## config.mk

```make
export PLATFORM = sky130hd
export DESIGN_NAME = sc_mmio_datamem_flat
export DESIGN_NICKNAME = d
export VERILOG_FILES = /design/src/rtl/sc_mmio_pkg.sv /design/src/rtl/sc_mmio_datamem_if.sv /design/src/rtl/sc_tx_fifo.sv /design/src/rtl/sc_mmio_datamem.sv /design/src/flat_wrapper.sv
export SDC_FILE = /design/constraint.sdc
export NUM_CORES = 1
export LEC_CHECK = 0
export CORE_MARGIN = 2
export CORE_UTILIZATION = 45
export CTS_BUF_LIST = sky130_fd_sc_hd__clkbuf_4
export DETAILED_ROUTE_END_ITERATION = 7
export PLACE_DENSITY_LB_ADDON = 0.3
export SLEW_MARGIN = 20
export SYNTH_ARGS = -nofsm -noshare
export SYNTH_HDL_FRONTEND = slang
export SYNTH_SLANG_ARGS = --single-unit
```

## constraint.sdc

```tcl
create_clock -name clk -period 6.3 [get_ports clk]
set_input_delay 1.89 -clock clk [delete_from_list [all_inputs] [get_ports clk]]
set_output_delay 1.89 -clock clk [all_outputs]
set_load 0.01 [all_outputs]
```

## src/rtl/sc_mmio_pkg.sv

```systemverilog
// sc_mmio_pkg: I/O offsets, register bit positions and reset constants for sc_mmio_datamem
package sc_mmio_pkg;
    localparam logic [2:0] OFF_COUNT   = 3'd0;
    localparam logic [2:0] OFF_COMPARE = 3'd1;
    localparam logic [2:0] OFF_CTRL    = 3'd2;
    localparam logic [2:0] OFF_TXDATA  = 3'd4;
    localparam logic [2:0] OFF_STATUS  = 3'd5;
    localparam int CTRL_EN   = 0;
    localparam int CTRL_PEND = 1;
    localparam int ST_FULL   = 0;
    localparam int ST_EMPTY  = 1;
    localparam int ST_OVF    = 2;
    localparam int ST_OCC    = 4;
    localparam logic [31:0] COMPARE_RST = 32'hFFFF_FFFF;
endpackage

```

## src/rtl/sc_mmio_datamem_if.sv

```systemverilog
// sc_mmio_datamem_if: CPU data bus plus TX sink handshake and timer interrupt
interface sc_mmio_datamem_if;
    logic [31:0] addr;
    logic [31:0] datain;
    logic [31:0] dataout;
    logic        we;
    logic [7:0]  tx_data;
    logic        tx_valid;
    logic        tx_ready;
    logic        irq;
    modport master (output addr, datain, we, tx_ready, input dataout, tx_data, tx_valid, irq);
    modport slave  (input addr, datain, we, tx_ready, output dataout, tx_data, tx_valid, irq);
endinterface

```

## src/rtl/sc_tx_fifo.sv

```systemverilog
// sc_tx_fifo: byte FIFO for the transmit port; head reads 0 when empty
module sc_tx_fifo #(
    parameter int DEPTH = 4,
    localparam int AW = $clog2(DEPTH)
) (
    input  logic          clk,
    input  logic          clr,
    input  logic          push_i,
    input  logic          pop_i,
    input  logic [7:0]    data_i,
    output logic [7:0]    data_o,
    output logic          full_o,
    output logic          empty_o,
    output logic [AW:0]   count_o
);
    logic [7:0]    mem_q [DEPTH];
    logic [AW-1:0] rd_q, wr_q;
    logic [AW:0]   cnt_q;
    always_ff @(posedge clk) begin
        if (clr) begin
            rd_q  <= '0;
            wr_q  <= '0;
            cnt_q <= '0;
        end else begin
            if (push_i) wr_q <= wr_q + AW'(1);
            if (pop_i) rd_q <= rd_q + AW'(1);
            cnt_q <= cnt_q + (AW+1)'(push_i) - (AW+1)'(pop_i);
        end
    end
    always_ff @(posedge clk) begin
        if (!clr && push_i) mem_q[wr_q] <= data_i;
    end
    assign empty_o = cnt_q == '0;
    assign full_o  = cnt_q == (AW+1)'(DEPTH);
    assign count_o = cnt_q;
    assign data_o  = empty_o ? 8'h00 : mem_q[rd_q];
endmodule

```

## src/rtl/sc_mmio_datamem.sv

```systemverilog
// sc_mmio_datamem: word RAM in the lower half, compare timer and TX FIFO mapped in the upper half
module sc_mmio_datamem
    import sc_mmio_pkg::*;
#(
    parameter int RAM_WORDS  = 32,
    parameter int FIFO_DEPTH = 4
) (
    input logic clk,
    input logic clr,
    sc_mmio_datamem_if.slave bus
);
    localparam int RA = $clog2(RAM_WORDS);
    localparam int FA = $clog2(FIFO_DEPTH);
    logic [31:0] ram_q [RAM_WORDS];
    logic [31:0] count_q, count_d, compare_q, compare_d, ctrl, status, io_rd;
    logic        en_q, en_d, pend_q, pend_d, ovf_q, ovf_d;
    logic        io, match, push, pop, full, empty, unused_addr;
    logic        wr_count, wr_compare, wr_ctrl, wr_tx, wr_status;
    logic [2:0]  off;
    logic [FA:0] occ;
    assign io          = bus.addr[31];
    assign off         = bus.addr[4:2];
    assign unused_addr = ^bus.addr;
    assign wr_count    = bus.we && io && off == OFF_COUNT;
    assign wr_compare  = bus.we && io && off == OFF_COMPARE;
    assign wr_ctrl     = bus.we && io && off == OFF_CTRL;
    assign wr_tx       = bus.we && io && off == OFF_TXDATA;
    assign wr_status   = bus.we && io && off == OFF_STATUS;
    assign match       = en_q && count_q == compare_q;
    assign pop         = !empty && bus.tx_ready;
    // a full FIFO still takes the byte when its head leaves on the same edge
    assign push        = wr_tx && (!full || pop);
    always_comb begin
        count_d   = wr_count ? bus.datain : match ? 32'd0 : en_q ? count_q + 32'd1 : count_q;
        compare_d = wr_compare ? bus.datain : compare_q;
        en_d      = wr_ctrl ? bus.datain[CTRL_EN] : en_q;
        pend_d    = match || (pend_q && !(wr_ctrl && bus.datain[CTRL_PEND]));
        ovf_d     = wr_status ? 1'b0 : ovf_q || (wr_tx && !push);
    end
    always_ff @(posedge clk) begin
        if (clr) begin
            count_q   <= '0;
            compare_q <= COMPARE_RST;
            en_q      <= 1'b0;
            pend_q    <= 1'b0;
            ovf_q     <= 1'b0;
        end else begin
            count_q   <= count_d;
            compare_q <= compare_d;
            en_q      <= en_d;
            pend_q    <= pend_d;
            ovf_q     <= ovf_d;
        end
    end
    always_ff @(posedge clk) begin
        if (!clr && bus.we && !io) ram_q[bus.addr[RA+1:2]] <= bus.datain;
    end
    sc_tx_fifo #(.DEPTH(FIFO_DEPTH)) u_fifo (
        .clk     (clk),
        .clr     (clr),
        .push_i  (push),
        .pop_i   (pop),
        .data_i  (bus.datain[7:0]),
        .data_o  (bus.tx_data),
        .full_o  (full),
        .empty_o (empty),
        .count_o (occ)
    );
    always_comb begin
        ctrl                = '0;
        ctrl[CTRL_EN]       = en_q;
        ctrl[CTRL_PEND]     = pend_q;
        status              = '0;
        status[ST_FULL]     = full;
        status[ST_EMPTY]    = empty;
        status[ST_OVF]      = ovf_q;
        status[ST_OCC+:4]   = 4'(occ);
        io_rd = off == OFF_COUNT   ? count_q :
                off == OFF_COMPARE ? compare_q :
                off == OFF_CTRL    ? ctrl :
                off == OFF_STATUS  ? status : 32'd0;
    end
    assign bus.dataout  = io ? io_rd : ram_q[bus.addr[RA+1:2]];
    assign bus.tx_valid = !empty;
    assign bus.irq      = pend_q;
endmodule

```

## src/flat_wrapper.sv

```systemverilog
// flat-port wrapper written by rule: the top's interface ports become plain ports
module sc_mmio_datamem_flat import sc_mmio_pkg::*;
#(
    parameter int RAM_WORDS  = 32,
    parameter int FIFO_DEPTH = 4
)
  (clk, clr, bus_addr, bus_datain, bus_we, bus_tx_ready, bus_dataout, bus_tx_data, bus_tx_valid, bus_irq);
  sc_mmio_datamem_if bus_i ();
  input logic clk;
  input logic clr;
  input wire logic [$bits(bus_i.addr)-1:0] bus_addr;
  input wire logic [$bits(bus_i.datain)-1:0] bus_datain;
  input wire logic [$bits(bus_i.we)-1:0] bus_we;
  input wire logic [$bits(bus_i.tx_ready)-1:0] bus_tx_ready;
  output wire logic [$bits(bus_i.dataout)-1:0] bus_dataout;
  output wire logic [$bits(bus_i.tx_data)-1:0] bus_tx_data;
  output wire logic [$bits(bus_i.tx_valid)-1:0] bus_tx_valid;
  output wire logic [$bits(bus_i.irq)-1:0] bus_irq;
  assign bus_i.addr = bus_addr;
  assign bus_i.datain = bus_datain;
  assign bus_i.we = bus_we;
  assign bus_i.tx_ready = bus_tx_ready;
  assign bus_dataout = bus_i.dataout;
  assign bus_tx_data = bus_i.tx_data;
  assign bus_tx_valid = bus_i.tx_valid;
  assign bus_irq = bus_i.irq;
  sc_mmio_datamem #(.RAM_WORDS(RAM_WORDS), .FIFO_DEPTH(FIFO_DEPTH)) u_core (.clk(clk), .clr(clr), .bus(bus_i));
endmodule
```

# Yosys cells after proc, flatten, opt, wreduce, memory -nomap -nowiden
# Memory sizes are Yosys's and may differ from the RTL's. A register that Yosys moved wholly into a read port is not among the register bits.
# Index checks and enable logic that the tools add are counted.
[totals]
wordCells = 64
mem_bits_rw = 1056
register_bits = 74
mem_count = 2
in_bits = 68
output_inout_bits = 42
[op_classes]
n_eq_ne = 6
reduce_logical = 28
mux = 15
n_addsub = 5
[memory_table]
columns = ["name", "words", "width", "rd", "rd_ports_with_merged_regs", "wr", "line_no", "text"]
rows = [
  ["u_core.ram_q", 32, 32, 1, 0, 1, "sc_mmio_datamem.sv:14", "logic [31:0] ram_q [RAM_WORDS];"],
  ["u_core.u_fifo.mem_q", 4, 8, 1, 1, 1, "sc_tx_fifo.sv:16", "logic [7:0] mem_q [DEPTH];"],
]
[ops]
columns = ["cell", "n"]
rows = [
  ["2-to-1 mux 32 bit", 7],
  ["adder 32 x 1 -> 32 bit (second input constant)", 1],
  ["equality test 32 bit", 1],
  ["logical AND 1 bit", 15],
  ["equality test 3 bit (second input constant)", 3],
  ["2-to-1 mux 8 bit", 1],
  ["2-to-1 mux 7 bit", 1],
  ["zero test 1 bit", 6],
  ["zero test 3 bit", 2],
  ["adder 2 x 1 -> 2 bit (second input constant)", 2],
  ["2-to-1 mux 1 bit", 4],
  ["2-to-1 mux 2 bit", 2],
  ["adder 3 x 1 -> 3 bit", 1],
  ["equality test 3 x 1 -> 1 bit (second input constant)", 1],
  ["equality test 3 x 2 -> 1 bit (second input constant)", 1],
  ["logical OR 1 bit", 3],
  ["nonzero test 3 bit", 1],
  ["subtractor 3 x 1 -> 3 bit", 1],
  ["OR reduction 2 bit", 1],
]

# Logic depth before layout (Yosys ltp)
[depth]
depth_word = 8
ltp_mapped = 13
ltp_nobuf = 11

# Hierarchy
# A second synthesis with hierarchy kept.
[hier_totals]
hier_cells = 2263
hier_area_um2 = 44784.2
[by_module_without_submodules]
columns = ["mod", "cells_per_inst", "area_each_um2", "n_inst"]
rows = [
  ["sc_mmio_datamem", 2167, 43120.1, 1],
  ["sc_tx_fifo", 96, 1664.1, 1],
]

# Least setup slack after synthesis
# OpenSTA, ideal clock, no wires.
[synth_timing]
path_kind = "input -> output"
startpoint = "in bus_addr[3]"
endpoint = "out bus_dataout[1]"
arrival_time_ns = 3.399
required_time_ns = 4.410
setup_slack_ns = 1.011
stages = 7
path_cell_list = "buf_2 -> buf_2 -> clkbuf_1 -> mux4_2 -> a22oi_1 -> nand3_1 -> o21a_1"
[synth_between]
elab_chain_len = 6
word_cells_on_any_way = 10
classes_between = "eq/ne: 3; mux: 5; reduce/logical: 1; memory: 1"
[synth_lines]
columns = ["item", "line_no", "text"]
rows = [
  ["from (decl)", "flat_wrapper.sv:11", "input wire logic [$bits(bus_i.addr)-1:0] bus_addr;"],
  ["equality test 3 bit", "sc_mmio_datamem.sv:81", "off == OFF_STATUS ? status : 32'd0;"],
  ["2-to-1 mux 7 bit", "sc_mmio_datamem.sv:81", ""],
  ["2-to-1 mux 32 bit", "sc_mmio_datamem.sv:80", "off == OFF_CTRL ? ctrl :"],
  ["2-to-1 mux 32 bit", "sc_mmio_datamem.sv:79", "off == OFF_COMPARE ? compare_q :"],
  ["2-to-1 mux 32 bit", "sc_mmio_datamem.sv:78", "io_rd = off == OFF_COUNT ? count_q :"],
  ["2-to-1 mux 32 bit (*)", "sc_mmio_datamem.sv:83", "assign bus.dataout = io ? io_rd : ram_q[bus.addr[RA+1:2]];"],
  ["to (decl)", "flat_wrapper.sv:15", "output wire logic [$bits(bus_i.dataout)-1:0] bus_dataout;"],
]
# Mark *: on every way between the ends. The rest lies on a longest branch, timed or not.

# Final worst setup path
[layout_timing]
startpoint = "in bus_addr[5]"
endpoint = "out bus_dataout[20]"
[layout_between]
elab_chain_len = 2
[layout_lines]
columns = ["item", "line_no"]
rows = [
  ["memory read (32 x 32 bit)", "--"],
  ["2-to-1 mux 32 bit", "sc_mmio_datamem.sv:83"],
]
# No other way between the ends.

==> impl_metrics.tcl <==
set metrics [dict create \
    hold_buffers 0 \
    synthFlopType "edfxtp_1" \
    num_rows 115 \
    grt_pass1_vias 25800 \
    synth_top_family_by_area "multiplexers" \
    final_antenna_net_count 0 \
    clk_pin_slew_worst_paths_ns 0.06 \
    synth_area_um2 44800 \
    max_slew_margin 0.259 \
    netlist.area_leader.share 0.708 \
    placed_cell_area_um2 49100 \
    maxCapViolCount 0 \
    period_share 0.999 \
    synth_edf_count 1056 \
    synth-compound-area-share 0.0447 \
    critPathLaunchType "input port" \
    path_class "input port to output pin" \
    crit_buf_inv 6 \
    dpl.hpwl_um 71800 \
    avgSynthCellArea_um2 19.5 \
    clock_latency_ns 1.14 \
    crit_start "bus_addr[5]" \
    via_per_inst 5.94 \
    synth_top_cell_by_area "edfxtp_1" \
    final.fill_count 7669 \
    numCtsBuffers 297 \
    grt-ovfl-total 0 \
    core_area_um2 98600 \
    ys_seq_area_frac 0.742 \
    die_area_um2 102000 \
    setup_viol 0 \
    ios 110 \
    crit_family "buffers and inverters" \
    final_core_util 0.537 \
    firstDrtPassIters 8 \
    seqCellArea_um2 33200 \
    powerDensity_nw_per_um2 291 \
    cp_slowest_stage_delay_ns 0.48 \
    period_needed_ns 6.29 \
    place_inst 3744 \
    synthTopCellsByArea "edfxtp_1 (71%), mux4_2 (13%), dfxtp_1 (3.4%)" \
    die-height_um 319 \
    ys_warn_count 0 \
    synth_adder_area_share 0.00212 \
    fin_area_um2 52900 \
    p_leak_nw 17.1 \
    syn-num-nets 2368 \
    cts_root_buf "clkbuf_4" \
    reg2reg_from "u_core.en_q" \
    maxSlewViolCount 0 \
    hold_depth 2 \
    path_cells "dlygate4sd2_1, buf_6, buf_4, nor2b_1, nand2_1, buf_4, o22ai_1, o41ai_2, buf_4, clkdlybuf4s50_1" \
    clock_sinks 1132 \
    tightest_slew_ns 1.11 \
    drc 6 \
    start_util 0.454 \
    drt-initial-drc-count 2931 \
    cp_slowest_cell "clkdlybuf4s50_1" \
    cts_tree "yes" \
    peakVddDrop_mv 0.167 \
    fmax_mhz 159 \
    p_total_mw 15.4 \
    hp-class "flip-flop to flip-flop" \
    r2r_slack_ns 3.64 \
    io_buffer_count 83 \
    worst_hold_path.endpoint "u_core.compare_q[15]" \
    worstPathRequired_ns 4.41 \
    syn_to_final_growth_pct 18.2 \
    holdCritStartpoint "u_core.compare_q[15]" \
    cp_common_cell "buf_4" \
    wirelength_um 120000 \
    cts_buffer_depth 4 \
    layout.cells.non_filler 4242 \
    arrival_ns 4.40 \
    antenna_found_initial 3 \
    synth_xor_xnor_area_share 0.0108 \
    num_vias 25200 \
    hold_viol_final 0 \
    grt_pass1_wl_um 173000 \
    layout_common_cells "edfxtp_1 (1056), clkbuf_4 (416), mux4_2 (265), buf_4 (153), nand2_1 (129)" \
    finalWeightedCongestion 0.865 \
    grt_max_degree 57 \
    drive_gt1_frac 0.351 \
    dieWidth_um 319 \
    end_kind "output pin" \
    ys_async_sr_fraction 0 \
    multi_input_area_um2 11300 \
    rsz0062_at_grt "yes" \
    synthesis.instances 2293 \
    nNetsFinal 2834 \
    run_status "finished, violations left" \
    r2r-end "u_core.count_q[27]" \
    ys_ff_latch 1132 \
    synth-simple-area-share 0.0380 \
    wl_per_cell_um 28.3 \
    path_max_fanout 12 \
    fin_worst_skew_ns 0.0677 \
    synthMuxAreaShare 0.145 \
    htreeDepth 5 \
    synthDistinctLibCells 71 \
    grt_usage 0.236 \
    layout_commonest_cell "edfxtp_1" \
    reg2reg_depth 5 \
    violations "design-rule violations" \
]
[worst register-to-register path: stages, from the launching register on]
cell       delay, ns
dfxtp_1         0.87
inv_1           0.23
a21oi_1         0.17
o2111ai_1       0.41
nor4b_4         0.63
a2111oi_0       0.19
[worst max path at each step]
stage,cells after the start,end,slack (ns)
2_1_floorplan,7,bus_dataout[1],1.01
3_3_place_gp,9,bus_dataout[31],-0.38
3_5_place_dp,9,bus_dataout[20],-0.40
4_1_cts,9,bus_dataout[7],-0.1
5_1_grt,10,bus_dataout[18],-0.05
6_report,10,bus_dataout[20],0.008
[layer usage]
| layer | vias up | part of all wire | GRT usage |
|---|---|---|---|
| li1 | 10600 | - | - |
| met1 | 13200 | 0.41 | 0.329 |
| met2 | 1202 | 0.49 | 0.379 |
| met3 | 166 | 0.084 | 0.0466 |
| met4 | 0 | 0.018 | 0.0696 |
| met5 | - | 0 | 0 |
[synthesized netlist by cell type (4+ instances only)]
cell      instances
edfxtp_1       1056
mux4_2          265
nand2_1         135
dfxtp_1          76
a22oi_1          71
nor2_1           70
clkbuf_1         54
mux2i_1          46
buf_2            41
o21ai_0          41
a21oi_1          39
nand3_1          38
xor2_1           36
o22ai_1          27
nor4_1           23
buf_4            21
xnor2_1          19
and2_1           16
o22a_1           14
o41ai_1          14
buf_6            13
a22o_1           12
and3_1           12
inv_1            12
o221ai_1         12
nor3_1           11
a211oi_1          9
nor2b_1           9
nand4_1           7
ha_1              6
o31ai_1           6
a221oi_1          5
mux2_2            5
o311ai_0          5
a31oi_1           4
[where the power goes]
group,switching (mW),internal (mW)
Combinational,0.623,0.528
Sequential,0.0452,8.26
Clock,2.85,3.11
Total,3.51,11.9
[kinds of logic after synthesis]
kind of cell,Yosys count
and+or+nand+nor,352
adders and majority gates,7
AOI/OAI and AO/OA,284
xor gates and xnor gates,55
DFF,1132
buffers and inverters,147
muxes,316
[through the flow]
step | hold WS, ns | setup WS (ns) | setup TNS [ns]
3_5_place_dp | 0.509 | -0.405 | -5.37
5_1_grt | 0.554 | -0.0529 | -0.220
4_1_cts | 0.526 | -0.0959 | -0.135
3_3_place_gp | 0.502 | -0.377 | -5.09
6_report | 0.526 | 0.00828 | 0
2_1_floorplan | 0.480 | 1.01 | 0
[sequential cells by signal, summed over array words and instances (netlist names), named ones only]
signal,cells
u_core.ram_q,1024
u_core.compare_q,32
u_core.count_q,32
u_core.u_fifo.mem_q,32
u_core.u_fifo.count_o,3
u_core.u_fifo.rd_q,2
u_core.u_fifo.wr_q,2
u_core.bus.irq,1
u_core.en_q,1
u_core.ovf_q,1
[layout make-up]
cell class	instances	share of cell area
Inverter	13	0.000922
Multi-Input combinational cell	1014	0.214
Timing Repair Buffer	301	0.0613
Clock inverter	77	0.00676
Clock buffer	416	0.0590
Antenna cell	2	0.0000945
Sequential cell	1132	0.628
Tap cell	1287	0.0304
[what timing repair did]
item	CTS	global route
pin swaps	8	9
setup endpoints to repair	29	30
gates cloned	0	2
setup buffers	0	1
gates resized for setup	29	40
Note: power is estimated with default switching activity, not from simulation.
